[src/rtl/mod_instruction_fetch.sv]
// mod_instruction_fetch: upstream fetch stage for the MIPS core.
// The stage fetches the 32-bit word at the core's current PC from a
// variable-latency instruction memory that uses a request/response handshake.
// It keeps the word in a one-entry tagged buffer and holds the core until the
// word for the current PC is valid.
// Ports:
//   clk, reset          clock; synchronous active-high reset
//   pc                  current PC from the core
//   instruction         buffered instruction word (registered)
//   hold                combinational; 1 = core must not advance its PC
//   imem_req/imem_addr  fetch request and address (registered)
//   imem_ready          memory accepts the request this cycle
//   imem_rvalid/rdata   read response; only looked at in WAIT
//   fetch_error         sticky error: misaligned PC or memory timeout
module mod_instruction_fetch #(
  parameter int unsigned TIMEOUT_CYCLES = 16,
  parameter logic [31:0] RESET_INSTR    = 32'h0000_0000
) (
  input  logic        clk,
  input  logic        reset,
  input  logic [31:0] pc,
  output logic [31:0] instruction,
  output logic        hold,
  output logic        imem_req,
  output logic [31:0] imem_addr,
  input  logic        imem_ready,
  input  logic        imem_rvalid,
  input  logic [31:0] imem_rdata,
  output logic        fetch_error
);

  localparam int unsigned CNT_W = $clog2(TIMEOUT_CYCLES);
  localparam logic [CNT_W-1:0] CNT_LAST = CNT_W'(TIMEOUT_CYCLES - 1);

  typedef enum logic [1:0] {
    ST_IDLE  = 2'd0,
    ST_REQ   = 2'd1,
    ST_WAIT  = 2'd2,
    ST_ERROR = 2'd3
  } state_e;

  state_e             state_q, state_d;
  logic               buf_valid_q, buf_valid_d;
  logic [31:0]        buf_tag_q, buf_tag_d;
  logic [31:0]        instr_q, instr_d;
  logic               req_q, req_d;
  logic [31:0]        addr_q, addr_d;
  logic [CNT_W-1:0]   cnt_q, cnt_d;
  logic               err_q, err_d;

  logic hit_c;
  logic misaligned_c;

  // The buffered word only counts as a hit while idle.
  assign hit_c        = (state_q == ST_IDLE) && buf_valid_q && (buf_tag_q == pc);
  assign misaligned_c = (pc[1:0] != 2'b00);

  // State register
  always_ff @(posedge clk) begin
    if (reset) begin
      state_q <= ST_IDLE;
    end else begin
      state_q <= state_d;
    end
  end

  // Next-state logic
  always_comb begin
    state_d = state_q;
    case (state_q)
      ST_IDLE: begin
        if (misaligned_c) begin
          state_d = ST_ERROR;
        end else if (!hit_c) begin
          state_d = ST_REQ;
        end
      end
      ST_REQ: begin
        if (imem_ready) begin
          state_d = ST_WAIT;
        end
      end
      ST_WAIT: begin
        // A response in the last allowed cycle still wins over the timeout.
        if (imem_rvalid) begin
          state_d = ST_IDLE;
        end else if (cnt_q == CNT_LAST) begin
          state_d = ST_ERROR;
        end
      end
      ST_ERROR: begin
        state_d = ST_ERROR;
      end
      default: begin
        state_d = ST_IDLE;
      end
    endcase
  end

  // Output / datapath next values
  always_comb begin
    buf_valid_d = buf_valid_q;
    buf_tag_d   = buf_tag_q;
    instr_d     = instr_q;
    addr_d      = addr_q;
    cnt_d       = cnt_q;
    req_d       = (state_d == ST_REQ);
    err_d       = err_q | (state_d == ST_ERROR);
    case (state_q)
      ST_IDLE: begin
        // imem_addr only moves when a new request is launched.
        if (state_d == ST_REQ) begin
          addr_d = pc;
        end
      end
      ST_REQ: begin
        if (imem_ready) begin
          cnt_d = '0;
        end
      end
      ST_WAIT: begin
        if (imem_rvalid) begin
          instr_d     = imem_rdata;
          buf_tag_d   = addr_q;
          buf_valid_d = 1'b1;
        end else if (cnt_q != CNT_LAST) begin
          cnt_d = cnt_q + CNT_W'(1);
        end
      end
      default: begin
      end
    endcase
  end

  // Datapath registers
  always_ff @(posedge clk) begin
    if (reset) begin
      buf_valid_q <= 1'b0;
      buf_tag_q   <= '0;
      instr_q     <= RESET_INSTR;
      req_q       <= 1'b0;
      addr_q      <= '0;
      cnt_q       <= '0;
      err_q       <= 1'b0;
    end else begin
      buf_valid_q <= buf_valid_d;
      buf_tag_q   <= buf_tag_d;
      instr_q     <= instr_d;
      req_q       <= req_d;
      addr_q      <= addr_d;
      cnt_q       <= cnt_d;
      err_q       <= err_d;
    end
  end

  assign hold        = reset | err_q | ~hit_c;
  assign instruction = instr_q;
  assign imem_req    = req_q;
  assign imem_addr   = addr_q;
  assign fetch_error = err_q;

endmodule
[config.mk]
export PLATFORM = sky130hd
export DESIGN_NAME = mod_instruction_fetch
export DESIGN_NICKNAME = d
export VERILOG_FILES = /design/src/rtl/mod_instruction_fetch.sv
export SDC_FILE = /design/constraint.sdc
export NUM_CORES = 1
export LEC_CHECK = 0
export BUFFER_PORTS_ARGS = -buffer_cell sky130_fd_sc_hd__buf_2
export CORE_AREA = 2 2 101 94
export CTS_BUF_LIST = sky130_fd_sc_hd__clkbuf_2 sky130_fd_sc_hd__clkbuf_4 sky130_fd_sc_hd__clkbuf_8
export CTS_CLUSTER_DIAMETER = 40
export DETAILED_ROUTE_END_ITERATION = 7
export DIE_AREA = 0 0 103 96
export HOLD_SLACK_MARGIN = 0.03
export PLACE_DENSITY = 0.83
export SYNTH_ARGS = -nofsm -noshare
export SYNTH_HDL_FRONTEND = slang
export SYNTH_SLANG_ARGS = --single-unit
[constraint.sdc]
create_clock -name clk -period 4.5 [get_ports clk]
set_input_delay 0.45 -clock clk [delete_from_list [all_inputs] [get_ports clk]]
set_output_delay 0.45 -clock clk [all_outputs]
set_load 0.005 [all_outputs]
==> flow_summary.toml, run 1 <==
[power]
vdd_ir_max_uv = 229
share_seq_of_total_power_pct = 53.9
power.share.switching_pct = 27.8
power.switching_w = 0.000518
part_of_the_total_power_dissipated_in_combinational_logic_pct = 13.7
p_clk_share_pct = 32.4
power_density_normalized_to_cell_area_nw_per_um2 = 314
total_leakage_power_nw = 2.36
total_power_w = 0.00186
power.internal_w = 0.00135

[worst_setup_path]
critical_path_class = "reg -> out"
worst_setup_path_end_kind = "primary output"
crit_arrival_ns = 2.40
worstSetupStartpoint = "buf_tag_q[1]"
timing.critical_path.required_ns = 4.05
r2r-end = "imem_addr[7]"
r2r_setup_slack_ns = 1.95
cp_max_fo = 17
worst_r2r_startpoint = "buf_tag_q[23]"
worst_setup_path_endpoint = "hold"
r2r_cells = 5
crit_path_start_kind = "flop"

[synthesis]
syn-num-nets = 697
netlist_area_sq_um = 5080
synth_top_cell_area_share_pct = 41.4
synthDominantAreaCellType = "sky130_fd_sc_hd__dfxtp_1"
avgSynthCellArea_sq_um = 8.09
syn-instance-count = 628
ys_seq_elements = 105
synth-warning-count = 0
ys_types = 32
seq_area_frac_synth_pct = 41.4
dominant_cells_by_area_after_synthesis = "sky130_fd_sc_hd__dfxtp_1, sky130_fd_sc_hd__nand2_1, sky130_fd_sc_hd__a22oi_2"

[placed_design]
detailedPlace.worstSlack_ns = 1.74
placed_cell_area_sq_um = 5740
place.port_buffers = 134
place_congestion = 0.834
place.detailed.hpwl_um = 9100

[grt]
total_global_routing_track_utilization_pct = 26.7
grt_antenna_before_repair = 0
first_global_vias = 4498
grt_first_pass_wirelength_um = 20900
remaining_global_route_overflow = 0
grt_max_degree = 96

[clock_network]
cts_setup_buffers = 0
cts_root_buffer_type = "sky130_fd_sc_hd__clkbuf_8"
tritoncts_clock_tree = "built"
cts_resized = 0
cts_inserted_buffers = 9
clock_pin_slew_reported_for_the_worst_setup_and_hold_paths_after_clock_tree_synthesis_ns = 0.10
clock_tree.htree_level_count = 3
holdBufCountCts = 0
clock_tree.buffer_depth = 2
clock_insertion_delay_worst_skew_ns = 0.37
clkSinkCount = 105

[timing]
fmax_mhz = 351
setup_repair_after_global_routing_missed_its_margin = "no"
finalMaxSlewViolations = 0
timing.max_slew.rel_slack_pct = 27.7
worst_clock_skew_ns = 0.00895
layout_setup_ws_ns = 1.65
finalCritPeriodShare_pct = 63.3
period_needed_ns = 2.85
setup_total_negative_slack_ns = 0
worst-slew-pin-transition_ns = 1.08
finalSetupViolCount = 0
hold_viol = 0

[final_layout]
final_area_sq_um = 5940
final_layout_size_suffix_gt1_share_pct = 26.9
synthToLayoutAreaGrowth_pct = 16.9
layout.nets = 795
antenna_cells_inserted = 0

[floorplanning]
floorplan.die_area_sq_um = 9890
die_w_um = 103
ios = 135
fp.dieH_um = 96
placeableCoreArea_sq_um = 8840
fp-row-count = 33
initial_util_pct = 57.5

[drt]
ant_nets = 0
wl_um = 13700
wire_length_per_cell_um = 16.0
firstDrtPassIters = 5
dr_total_vias = 4967
first_iter_violations = 329
via_per_inst = 5.82
remaining_drc_errors = 0

[min_path]
worstHoldPathType = "in -> reg"
min_delay_path_depth = 3

[run]
cap_viol_max_count = 0

[status]
status = "completed"
[final cells by class]
class                   count  area, sq um
fillers                   787         2890
multi-input cells         466         2750
flip-flops and latches    105         2100
repair buffers            141          726
well taps                 122          153
clock buffers               9          124
clock inverters             7         77.6
inverters                   3         11.3
[sequential cells by signal, indices dropped and copies added, names as in the netlist]
register,count
buf_tag_q,32
imem_addr,32
instruction,32
cnt_q,4
state_q,2
buf_valid_q,1
fetch_error,1
imem_req,1
[cells by family (layout without fill, tap and decap cells)]
family / after synthesis / count (layout) / synth area share, %
buffers and inverters: 57 / 160 / 4.97
adder cells (fa/ha/maj): 1 / 1 / 0.246
AO/OA/AOI/OAI: 131 / 131 / 17.4
multiplexers: 1 / 1 / 0.197
flip-flops: 105 / 105 / 41.4
AND/OR/NAND/NOR: 299 / 299 / 29.8
XOR/XNOR: 34 / 34 / 6.01
[synthesized netlist by cell type (all sizes together)]
cell,n
and3,3
nand3b,1
mux2i,1
nand2,132
or2,3
or4,1
xor2,13
nand4,38
clkbuf,31
nor4,4
o21ai,31
nand3,33
xnor2,21
nor2b,31
inv,3
o22ai,1
buf,23
and3b,1
a22oi,31
dfxtp,105
nor3b,30
nor3,5
a21oi,68
nand2b,3
nor2,14
ha,1
[layer usage]
metal / global-route usage (%) / part of all wire (%) / vias to the layer above / wire length [um]
li1: - / - / 2369 / -
met1: 34.1 / 41 / 2348 / 5570
met5: 0 / 0 / - / 0
met2: 44.9 / 49 / 230 / 6690
met3: 6.25 / 8.9 / 20 / 1220
met4: 8.44 / 1.3 / 0 / 183
[stage by stage]
stage                     std cells  hold WS (ns)  utilization (%)
final                           853         0.306             67.2
after global routing            853         0.305             67.2
after CTS                       853         0.289             67.2
after detailed placement        837         0.447             65.0
after global placement          837         0.438             65.0
after floorplan                 628         0.440                -
[cells in the final DEF (no fill, tap or decap), types with 3 or more instances in the layout]
| cell type | instances |
|---|---|
| sky130_fd_sc_hd__o21ai_0 | 31 |
| sky130_fd_sc_hd__dfxtp_1 | 105 |
| sky130_fd_sc_hd__xnor2_1 | 20 |
| sky130_fd_sc_hd__nand4_1 | 38 |
| sky130_fd_sc_hd__nor2_1 | 12 |
| sky130_fd_sc_hd__clkbuf_8 | 9 |
| sky130_fd_sc_hd__buf_2 | 133 |
| sky130_fd_sc_hd__nand2_1 | 131 |
| sky130_fd_sc_hd__inv_6 | 3 |
| sky130_fd_sc_hd__a22oi_2 | 30 |
| sky130_fd_sc_hd__buf_4 | 8 |
| sky130_fd_sc_hd__xor2_1 | 13 |
| sky130_fd_sc_hd__nor2b_1 | 31 |
| sky130_fd_sc_hd__nand3_1 | 33 |
| sky130_fd_sc_hd__nor4_1 | 3 |
| sky130_fd_sc_hd__nand2b_1 | 3 |
| sky130_fd_sc_hd__a21oi_1 | 68 |
| sky130_fd_sc_hd__nor3_1 | 4 |
| sky130_fd_sc_hd__or2_2 | 3 |
| sky130_fd_sc_hd__nor3b_1 | 30 |
| sky130_fd_sc_hd__inv_1 | 3 |
| sky130_fd_sc_hd__and3_1 | 3 |
[power groups by stage]
stage	combinational, W	clock (W)	sequential, W
finish	0.000255	0.000604	0.00100
global route	0.000280	0.000650	0.00101
CTS	0.000255	0.000614	0.00100
detailed placement	0.000253	0	0.00102
global placement	0.000245	0	0.00102
floorplan	0.000146	0	0.00102
[critical path, stage by stage, from the launching register on]
cell	delay (ns)
sky130_fd_sc_hd__dfxtp_1	0.34
sky130_fd_sc_hd__xnor2_1	0.27
sky130_fd_sc_hd__nand4_1	0.23
sky130_fd_sc_hd__nor4_4	0.81
sky130_fd_sc_hd__nand4_1	0.19
sky130_fd_sc_hd__buf_2	0.18
[worst min-delay path by stage]
stage	slack (ns)	endpoint	start
after floorplan	0.44	buf_valid_q	buf_valid_q
after global placement	0.44	instruction[27]	instruction[27]
after detailed placement	0.45	instruction[31]	instruction[31]
after CTS	0.29	instruction[14]	imem_rdata[14]
after global routing	0.30	instruction[15]	imem_rdata[15]
final	0.31	instruction[14]	imem_rdata[14]
Power figures use the tool's default switching activity.
==> inputs of run 2 (changes only) <==
--- a/config.mk
+++ b/config.mk
@@ -6,13 +6,13 @@
 export NUM_CORES = 1
 export LEC_CHECK = 0
 export BUFFER_PORTS_ARGS = -buffer_cell sky130_fd_sc_hd__buf_2
-export CORE_AREA = 2 2 101 94
+export CORE_AREA = 2 2 105 97
 export CTS_BUF_LIST = sky130_fd_sc_hd__clkbuf_2 sky130_fd_sc_hd__clkbuf_4 sky130_fd_sc_hd__clkbuf_8
 export CTS_CLUSTER_DIAMETER = 40
 export DETAILED_ROUTE_END_ITERATION = 7
-export DIE_AREA = 0 0 103 96
+export DIE_AREA = 0 0 107 99
 export HOLD_SLACK_MARGIN = 0.03
-export PLACE_DENSITY = 0.83
+export PLACE_DENSITY = 0.78
 export SYNTH_ARGS = -nofsm -noshare
 export SYNTH_HDL_FRONTEND = slang
 export SYNTH_SLANG_ARGS = --single-unit
==> constraint.sdc (replaced) <==
create_clock -name clk -period 2.9 [get_ports clk]
set_input_delay 0.29 -clock clk [delete_from_list [all_inputs] [get_ports clk]]
set_output_delay 0.29 -clock clk [all_outputs]
set_load 0.005 [all_outputs]
==> flow_summary.toml, run 2 (synthesis gave the netlist of run 1 again) <==
[status]
status = "completed"

[worst_setup_path]
cp_max_fo = 12
worst_r2r_startpoint = "buf_tag_q[1]"
worst_setup_path_end_kind = "primary output"
r2r_setup_slack_ns = 0.76
r2r_cells = 5
cpMaxStageDelayCell = "sky130_fd_sc_hd__nor4_4"
critical-path-max-stage-delay_ns = 0.67
crit_arrival_ns = 2.28
timing.critical_path.mode_cell = "sky130_fd_sc_hd__nand4_1"
r2r-end = "imem_addr[4]"
worst_setup_path_endpoint = "hold"
timing.critical_path.cells = "xnor2_1 -> nand4_1 -> nor4_4 -> nand4_1 -> buf_2"
crit_path_start_kind = "flop"
critical_path_class = "reg -> out"
timing.critical_path.required_ns = 2.61
worstSetupStartpoint = "buf_tag_q[1]"

[timing]
setup_repair_after_global_routing_missed_its_margin = "no"
finalSetupViolCount = 0
worst-slew-pin-transition_ns = 0.724
timing.max_slew.rel_slack_pct = 51.3
finalMaxSlewViolations = 0
setup_total_negative_slack_ns = 0
fmax_mhz = 390
hold_viol = 0
period_needed_ns = 2.57
finalCritPeriodShare_pct = 88.5
worst_clock_skew_ns = 0.0126
layout_setup_ws_ns = 0.334

[grt]
grt_antenna_before_repair = 0
grt_first_pass_wirelength_um = 22000
grt_max_degree = 53
remaining_global_route_overflow = 0
total_global_routing_track_utilization_pct = 25.5
first_global_vias = 4828

[floorplanning]
placeableCoreArea_sq_um = 9490
initial_util_pct = 53.6
ios = 135
fp.dieH_um = 99
die_w_um = 107
floorplan.die_area_sq_um = 10600
fp-row-count = 34

[drt]
firstDrtPassIters = 5
via_per_inst = 5.68
ant_nets = 0
dr_total_vias = 4894
remaining_drc_errors = 0
wl_um = 13700
first_iter_violations = 301
wire_length_per_cell_um = 15.9

[clock_network]
cts_resized = 0
clock_tree.htree_level_count = 3
cts_setup_buffers = 0
tritoncts_clock_tree = "built"
cts_root_buffer_type = "sky130_fd_sc_hd__clkbuf_8"
clock_insertion_delay_worst_skew_ns = 0.37
clkSinkCount = 105
clock_pin_slew_reported_for_the_worst_setup_and_hold_paths_after_clock_tree_synthesis_ns = 0.11
holdBufCountCts = 0
clock_tree.buffer_depth = 2
cts_inserted_buffers = 9

[min_path]
min_delay_path_depth = 3
worstHoldPathType = "in -> reg"

[final_layout]
postLayoutCoreUtil_pct = 63.5
layout.nets = 800
final_cell_mix = "sky130_fd_sc_hd__buf_2, sky130_fd_sc_hd__nand2_1, sky130_fd_sc_hd__dfxtp_1"
antenna_cells_inserted = 0
layout.cells.non_filler = 862
synthToLayoutAreaGrowth_pct = 18.4
layout_commonest_cell = "sky130_fd_sc_hd__buf_2"
final_layout_size_suffix_gt1_share_pct = 27.4

[placed_design]
place.detailed.hpwl_um = 9310
placedCellCount = 846
detailedPlace.worstSlack_ns = 0.721
place_congestion = 0.815
place.port_buffers = 134

[power]
power_density_normalized_to_cell_area_nw_per_um2 = 472
vdd_ir_max_uv = 255
total_leakage_power_nw = 2.40

[run]
cap_viol_max_count = 0
## run 2: cell count changes in the layout (fill, tap and decap cells not counted)
| cell | before | now |
|---|---|---|
| sky130_fd_sc_hd__buf_4 | 8 | 9 |
| sky130_fd_sc_hd__bufinv_16 | 1 | 0 |
| sky130_fd_sc_hd__inv_8 | 0 | 1 |
| sky130_fd_sc_hd__buf_12 | 0 | 4 |
| sky130_fd_sc_hd__clkinv_4 | 1 | 3 |
| sky130_fd_sc_hd__clkinv_2 | 1 | 0 |
| sky130_fd_sc_hd__inv_6 | 3 | 2 |
## run 2: final cells by class
cell class | instances | area, sq um
clock buffer | 9 | 124
clock inverter | 7 | 62.6
timing repair buffer | 146 | 813
tap | 126 | 158
inverter | 3 | 11.3
multi-input combinational | 466 | 2750
sequential | 105 | 2100
fill | 840 | 3470
## run 2: critical path: cells and delay by family, from the launching register on
kind	cells	cell delay (ns)
and+or+nand+nor	3	1.12
buffers and inverters	1	0.18
DFF	1	0.33
xor gates and xnor gates	1	0.26
## run 2: routing by layer
metal / part of all wire, % / track usage (%)
met1: 43 / 32.3
met2: 49 / 43.1
met3: 6.7 / 4.89
met4: 1.7 / 9.49
met5: 0 / 0
## run 2: how the worst min path moves through the flow
stage                    start         endpoint  slack [ns]
2_1_floorplan    imem_rdata[0]   instruction[0]        0.43
3_3_place_gp   instruction[31]  instruction[31]        0.44
3_5_place_dp    instruction[9]   instruction[9]        0.44
4_1_cts         imem_rdata[17]  instruction[17]        0.13
5_1_grt         imem_rdata[17]  instruction[17]        0.14
6_report        imem_rdata[17]  instruction[17]        0.14
## run 2: power by group
group          switching, W  internal, W  leakage (nW)
Clock              0.000548     0.000330        0.0923
Combinational      0.000226     0.000179          1.45
Sequential        0.0000478      0.00151         0.853
Total              0.000823      0.00202          2.40
## run 2: metrics by stage
step           power (W)  cell area (sq um)  hold WS (ns)
6_report         0.00284               6020         0.141
5_1_grt          0.00296               6020         0.139
4_1_cts          0.00285               6020         0.133
3_5_place_dp     0.00199               5830         0.444
3_3_place_gp     0.00198               5830         0.438
2_1_floorplan    0.00181               5080         0.426
